## src/rtl/fft_power_pipe_pkg.sv

```systemverilog
// Shared widths, defaults and helpers for the FFT bin power pipeline.
package fft_power_pipe_pkg;

  localparam int DEF_DATA_W    = 16;
  localparam int DEF_FFT_LEN   = 256;
  localparam int DEF_ONE_SIDED = 1;
  localparam int DEF_SHIFT     = 0;
  localparam int PWR_MUL       = 2;
  localparam int DEF_PWR_W     = PWR_MUL * DEF_DATA_W;

  function automatic int bin_w(input int n);
    int w;
    w = 0;
    while ((1 << w) < n) w++;
    return w;
  endfunction

  function automatic int pwr_w(input int dw);
    return PWR_MUL * dw;
  endfunction

endpackage

```

## src/rtl/fft_power_sq.sv

```systemverilog
// Registered signed squarer; result is always non-negative.
module fft_power_sq #(
  parameter int DATA_W = 16
) (
  input  logic                    clk_i,
  input  logic                    rst_ni,
  input  logic                    en_i,
  input  logic signed [DATA_W-1:0] a_i,
  output logic [2*DATA_W-1:0]     sq_o
);

  logic signed [2*DATA_W-1:0] ax;
  logic signed [2*DATA_W-1:0] prod;
  logic [2*DATA_W-1:0]        sq_q;

  assign ax   = (2*DATA_W)'(a_i);
  assign prod = ax * ax;
  assign sq_o = sq_q;

  always_ff @(posedge clk_i or negedge rst_ni) begin
    if (!rst_ni) begin
      sq_q <= '0;
    end else if (en_i) begin
      sq_q <= prod;
    end
  end

endmodule

```

## src/rtl/fft_power_pipe.sv

```systemverilog
// Three-stage |X|^2 pipeline with bin tagging, one-sided drop and framing check.
module fft_power_pipe
  import fft_power_pipe_pkg::*;
#(
  parameter int DATA_W    = DEF_DATA_W,
  parameter int FFT_LEN   = DEF_FFT_LEN,
  parameter int ONE_SIDED = DEF_ONE_SIDED,
  parameter int SHIFT     = DEF_SHIFT,
  parameter int OUT_W     = 2 * DATA_W
) (
  input  logic                        hclk,
  input  logic                        rst_n,
  input  logic [2*DATA_W-1:0]         data_in,
  input  logic                        valid_in,
  input  logic                        last_in,
  output logic                        ready_out,
  output logic [OUT_W-1:0]            data_out,
  output logic [bin_w(FFT_LEN)-1:0]   bin_out,
  output logic                        valid_out,
  output logic                        last,
  input  logic                        ready_in,
  output logic                        frame_err
);

  localparam int BW = bin_w(FFT_LEN);
  localparam int PW = pwr_w(DATA_W);
  localparam logic [BW-1:0] LAST_BIN = BW'(FFT_LEN - 1);
  localparam logic [BW-1:0] HALF_BIN = BW'(FFT_LEN / 2);

  logic en, acc, at_end, keep, tail;
  logic [BW-1:0] cnt_q, cnt_d;
  logic err_q;

  logic                     s1_v_q, s1_last_q;
  logic [BW-1:0]            s1_bin_q;
  logic signed [DATA_W-1:0] s1_re_q, s1_im_q;

  logic          s2_v_q, s2_last_q;
  logic [BW-1:0] s2_bin_q;
  logic [PW-1:0] sq_re, sq_im, sum, shifted;
  logic [OUT_W-1:0] pwr_d;

  logic             vo_q, last_q;
  logic [OUT_W-1:0] data_q;
  logic [BW-1:0]    bin_q;

  assign en        = ~vo_q | ready_in;
  assign ready_out = en;
  assign acc       = valid_in & en;

  always_comb begin
    at_end = (cnt_q == LAST_BIN);
    keep   = 1'b1;
    tail   = at_end;
    if (ONE_SIDED != 0) begin
      keep = (cnt_q <= HALF_BIN);
      tail = (cnt_q == HALF_BIN);
    end
    cnt_d = cnt_q;
    if (acc) cnt_d = (last_in | at_end) ? '0 : cnt_q + BW'(1);
  end

  // S1: capture beat, tag bin, decide forward/drop
  always_ff @(posedge hclk or negedge rst_n) begin
    if (!rst_n) begin
      cnt_q     <= '0;
      err_q     <= 1'b0;
      s1_v_q    <= 1'b0;
      s1_last_q <= 1'b0;
      s1_bin_q  <= '0;
      s1_re_q   <= '0;
      s1_im_q   <= '0;
    end else begin
      cnt_q <= cnt_d;
      err_q <= acc & (last_in ^ at_end);
      if (en) begin
        s1_v_q    <= acc & keep;
        s1_last_q <= keep & (tail | last_in);
        s1_bin_q  <= cnt_q;
        s1_re_q   <= data_in[DATA_W-1:0];
        s1_im_q   <= data_in[2*DATA_W-1:DATA_W];
      end
    end
  end

  fft_power_sq #(.DATA_W(DATA_W)) u_sq_re (
    .clk_i (hclk),
    .rst_ni(rst_n),
    .en_i  (en),
    .a_i   (s1_re_q),
    .sq_o  (sq_re)
  );

  fft_power_sq #(.DATA_W(DATA_W)) u_sq_im (
    .clk_i (hclk),
    .rst_ni(rst_n),
    .en_i  (en),
    .a_i   (s1_im_q),
    .sq_o  (sq_im)
  );

  always_ff @(posedge hclk or negedge rst_n) begin
    if (!rst_n) begin
      s2_v_q    <= 1'b0;
      s2_last_q <= 1'b0;
      s2_bin_q  <= '0;
    end else if (en) begin
      s2_v_q    <= s1_v_q;
      s2_last_q <= s1_last_q;
      s2_bin_q  <= s1_bin_q;
    end
  end

  // Sum cannot overflow: peak is 2^(PW-1) at both inputs = -2^(DATA_W-1)
  assign sum     = sq_re + sq_im;
  assign shifted = sum >> SHIFT;

  generate
    if (OUT_W < PW) begin : g_sat
      assign pwr_d = (|shifted[PW-1:OUT_W]) ? '1 : shifted[OUT_W-1:0];
    end else begin : g_ext
      assign pwr_d = OUT_W'(shifted);
    end
  endgenerate

  always_ff @(posedge hclk or negedge rst_n) begin
    if (!rst_n) begin
      vo_q   <= 1'b0;
      last_q <= 1'b0;
      data_q <= '0;
      bin_q  <= '0;
    end else if (en) begin
      vo_q   <= s2_v_q;
      last_q <= s2_v_q & s2_last_q;
      if (s2_v_q) begin
        data_q <= pwr_d;
        bin_q  <= s2_bin_q;
      end
    end
  end

  assign valid_out = vo_q;
  assign last      = last_q;
  assign data_out  = data_q;
  assign bin_out   = bin_q;
  assign frame_err = err_q;

endmodule
```

## config.mk

```make
export PLATFORM = sky130hd
export DESIGN_NAME = fft_power_pipe
export DESIGN_NICKNAME = d
export VERILOG_FILES = /design/src/rtl/fft_power_pipe_pkg.sv /design/src/rtl/fft_power_sq.sv /design/src/rtl/fft_power_pipe.sv
export SDC_FILE = /design/constraint.sdc
export NUM_CORES = 2
export LEC_CHECK = 0
export CORE_ASPECT_RATIO = 2
export CORE_MARGIN = 5
export CORE_UTILIZATION = 40
export DETAILED_ROUTE_END_ITERATION = 10
export HOLD_SLACK_MARGIN = 0.05
export PLACE_DENSITY = 0.64
export SYNTH_ARGS = -nofsm -noshare
export SYNTH_HDL_FRONTEND = slang
export SYNTH_SLANG_ARGS = --single-unit
```

## constraint.sdc

```tcl
create_clock -name hclk -period 15 [get_ports hclk]
set_input_delay 3 -clock hclk [delete_from_list [all_inputs] [get_ports hclk]]
set_output_delay 3 -clock hclk [all_outputs]
set_load 0.005 [all_outputs]
```

==> run_results.csv <==
group,metric,value,unit
grt,grt-ovfl-total,0,
synthesis,yosys-top-cells-area,"fa_1, dfrtp_1, ha_1",
placement,hpwl,53800,um
clock_network,htreeDepth,4,
status,outcome,"completed",
grt,grt_pass1_wl,104000,um
worst_setup_path,crit_slowest_cell,"clkdlybuf4s50_1",
clock_network,hold_buffers,0,
synthesis,syn_inst,2707,
synthesis,syn_avg_cell_area,9.26,sq um
placement,portBuffers,80,
worst_setup_path,crit_path_start_kind,"input port",
route,drc,0,
floorplan,die_h,364,um
placement,gp_routability_congestion,0.916,
finish,final_common_cell,"inv_1",
floorplan,die_w,187,um
synthesis,synthArstFlopShare,100,%
worst_setup_path,crit_top_cell,"clkdlybuf4s50_1",
grt,first_global_vias,20000,
finish,area_delta_synth_final,8.83,%
clock_network,numCtsBuffers,17,
synthesis,yosysUniqueCellTypes,58,
job,max-cap-violations,0,
worst_setup_path,end_kind,"output pin",
worst_setup_path,crit_fanout,29,
route,vias,17800,
floorplan,rows,129,
worst_setup_path,critPathMaxStageDelay,510,ps
timing,fin_crit_sh,50.1,%
route,drt_first_pass_iters,5,
synthesis,yosysWarnings,0,
route,ant_nets,0,
route,wl_per_cell,18.0,um
timing,slew_headroom,30.1,%
floorplan,ioPinCount,81,
clock_network,ctsResizeCount,0,
worst_setup_path,crit_required,12000,ps
timing,finalMaxSlewViolations,0,
worst_setup_path,crit_family,"buffers and inverters",
floorplan,start_util,40.4,%
clock_network,cts_tree,"done",
clock_network,clk_pin_slew,70,ps
worst_setup_path,cp_data_arrival_time,4510,ps
timing,fin_skew,15.7,ps
route,wirelength,63800,um
grt,grt_max_degree,99,
clock_network,cts_setup_buffers,0,
timing,final.min_clock_period,7510,ps
floorplan,core,0.0620,sq mm
finish,final_nets,3457,
synthesis,synth_largest_type_area_fraction,37.4,%
route,vias_per_cell,5.03,
timing,fmax,133,MHz
timing,rsz0062_at_grt,"false",
synthesis,ys.flop_type,"dfrtp_1",
clock_network,cts_sinks,165,
synthesis,synth_edf_count,0,
clock_network,cts-root-buf,"clkbuf_16",
synthesis,syn_nets,3425,
timing,final_hold_viol_count,0,
finish,final_cell_mix,"inv_1, fa_1, nand2_1",
clock_network,insertion_delay,480,ps
worst_setup_path,crit_chain,"clkdlybuf4s50_1 -> nor2b_4 -> inv_4 -> clkdlybuf4s50_1",
finish,drive_gt1_share,3.27,%
grt,antenna_found_initial,1,
clock_network,clockBufferDepth,2,
synthesis,synth_seq_cells,165,
route,drtIter0Drc,704,
synthesis,yosysTopAreaCell,"fa_1",
worst_setup_path,path_class,"in -> out",
timing,worst_pin_slew,1050,ps
worst_setup_path,crit_buf_inv,3,
synthesis,netlist_area,0.0251,sq mm
worst_hold_path,hold_path_class,"reg -> reg",
floorplan,die-area,0.0680,sq mm
grt,gr-usage-all-layers,19.6,%
synthesis,seq_area_frac_synth,16.5,%
timing,tns,0,ps
timing,setup_violations,0,
-- worst paths after layout --
kind | startpoint | slack (ps) | endpoint | cells past startpoint
min reg2reg | s2_bin_q[4] | 460 | s2_bin_q[4] | 2
max in group asynchronous | rst_n | 10860 | data_out[19] | 2
min in group asynchronous | rst_n | 2590 | last | 1
min | s2_bin_q[4] | 460 | s2_bin_q[4] | 2
max reg2reg | s1_im_q[3] | 7640 | u_sq_im.sq_o[31] | 20
max | ready_in | 7490 | ready_out | 4
-- layout make-up --
cell class / count / area [sq um]
Clock buffer: 19 / 443
Fill cell: 6147 / 34700
Clock inverter: 13 / 163
Antenna cell: 1 / 2.50
Inverter: 644 / 2420
Tap cell: 786 / 983
Sequential cell: 165 / 4130
Timing Repair Buffer: 95 / 917
Multi-Input combinational cell: 1816 / 18200
-- registers in the layout, summed over array words and instances, names as in the netlist --
name,count
bin_out,8
cnt_q,8
data_out,32
frame_err,1
last,1
s1_bin_q,8
s1_im_q,16
s1_last_q,1
s1_re_q,16
s1_v_q,1
s2_bin_q,8
s2_last_q,1
s2_v_q,1
u_sq_im.sq_o,31
u_sq_re.sq_o,31
valid_out,1
-- synth_stat cells (all sizes together), types with 32 or more instances --
cell type / number
inv: 639
fa: 468
nand2: 377
ha: 213
dfrtp: 165
nor2: 136
o21ai: 106
a21oi: 76
clkbuf: 76
and2: 71
xnor2: 69
xor2: 40
a21o: 32
-- worst register-to-register path, stage by stage, from the launching register on --
cell	delay [ps]
dfrtp_1	770
clkinv_1	540
nor2_1	370
fa_1	630
fa_1	570
fa_1	450
fa_1	520
fa_1	500
inv_1	50
fa_1	490
inv_1	50
ha_1	350
nand3_1	140
nor3_1	430
nand3_1	120
o21ba_2	300
nor4b_2	90
o31ai_2	460
a211oi_1	160
mux2i_1	180
nand4_1	100
-- kinds of logic (layout without fill, tap and decap cells) --
kind of cell / Yosys count / in the layout / synth area share (%)
buffers and inverters: 726 / 771 / 10.9
AO/OA/AOI/OAI: 321 / 321 / 8.21
XOR/XNOR: 109 / 109 / 3.81
other: 0 / 1 / 0
AND/OR/NAND/NOR: 690 / 690 / 11.9
multiplexers: 15 / 15 / 0.659
flip-flops: 165 / 165 / 16.5
adder cells (fa/ha/maj): 681 / 681 / 48.0
-- through the flow --
| stage | hold slack [ps] | area (sq um) | utilization, % | std cells | setup slack (ps) |
|---|---|---|---|---|---|
| 6_report | 463 | 27300 | 44.0 | 3539 | 7490 |
| 5_1_grt | 485 | 27300 | 44.0 | 3538 | 7290 |
| 4_1_cts | 468 | 27300 | 44.0 | 3538 | 7460 |
| 3_5_place_dp | 455 | 26700 | 43.0 | 3506 | 7480 |
| 3_3_place_gp | 448 | 26700 | 43.0 | 3506 | 7470 |
| 2_1_floorplan | 435 | 25100 | - | 2707 | 8290 |
-- routing by layer --
| metal | track usage (%) | wire length (um) | vias up |
|---|---|---|---|
| li1 | - | - | 8275 |
| met1 | 18.7 | 20900 | 8968 |
| met2 | 39.7 | 37200 | 374 |
| met3 | 1.98 | 1700 | 179 |
| met4 | 11.6 | 4060 | 0 |
| met5 | 0 | 0 | - |
Power is not shown: default switching activity piles up to over one toggle a cycle in this logic, so the estimate is an artifact.
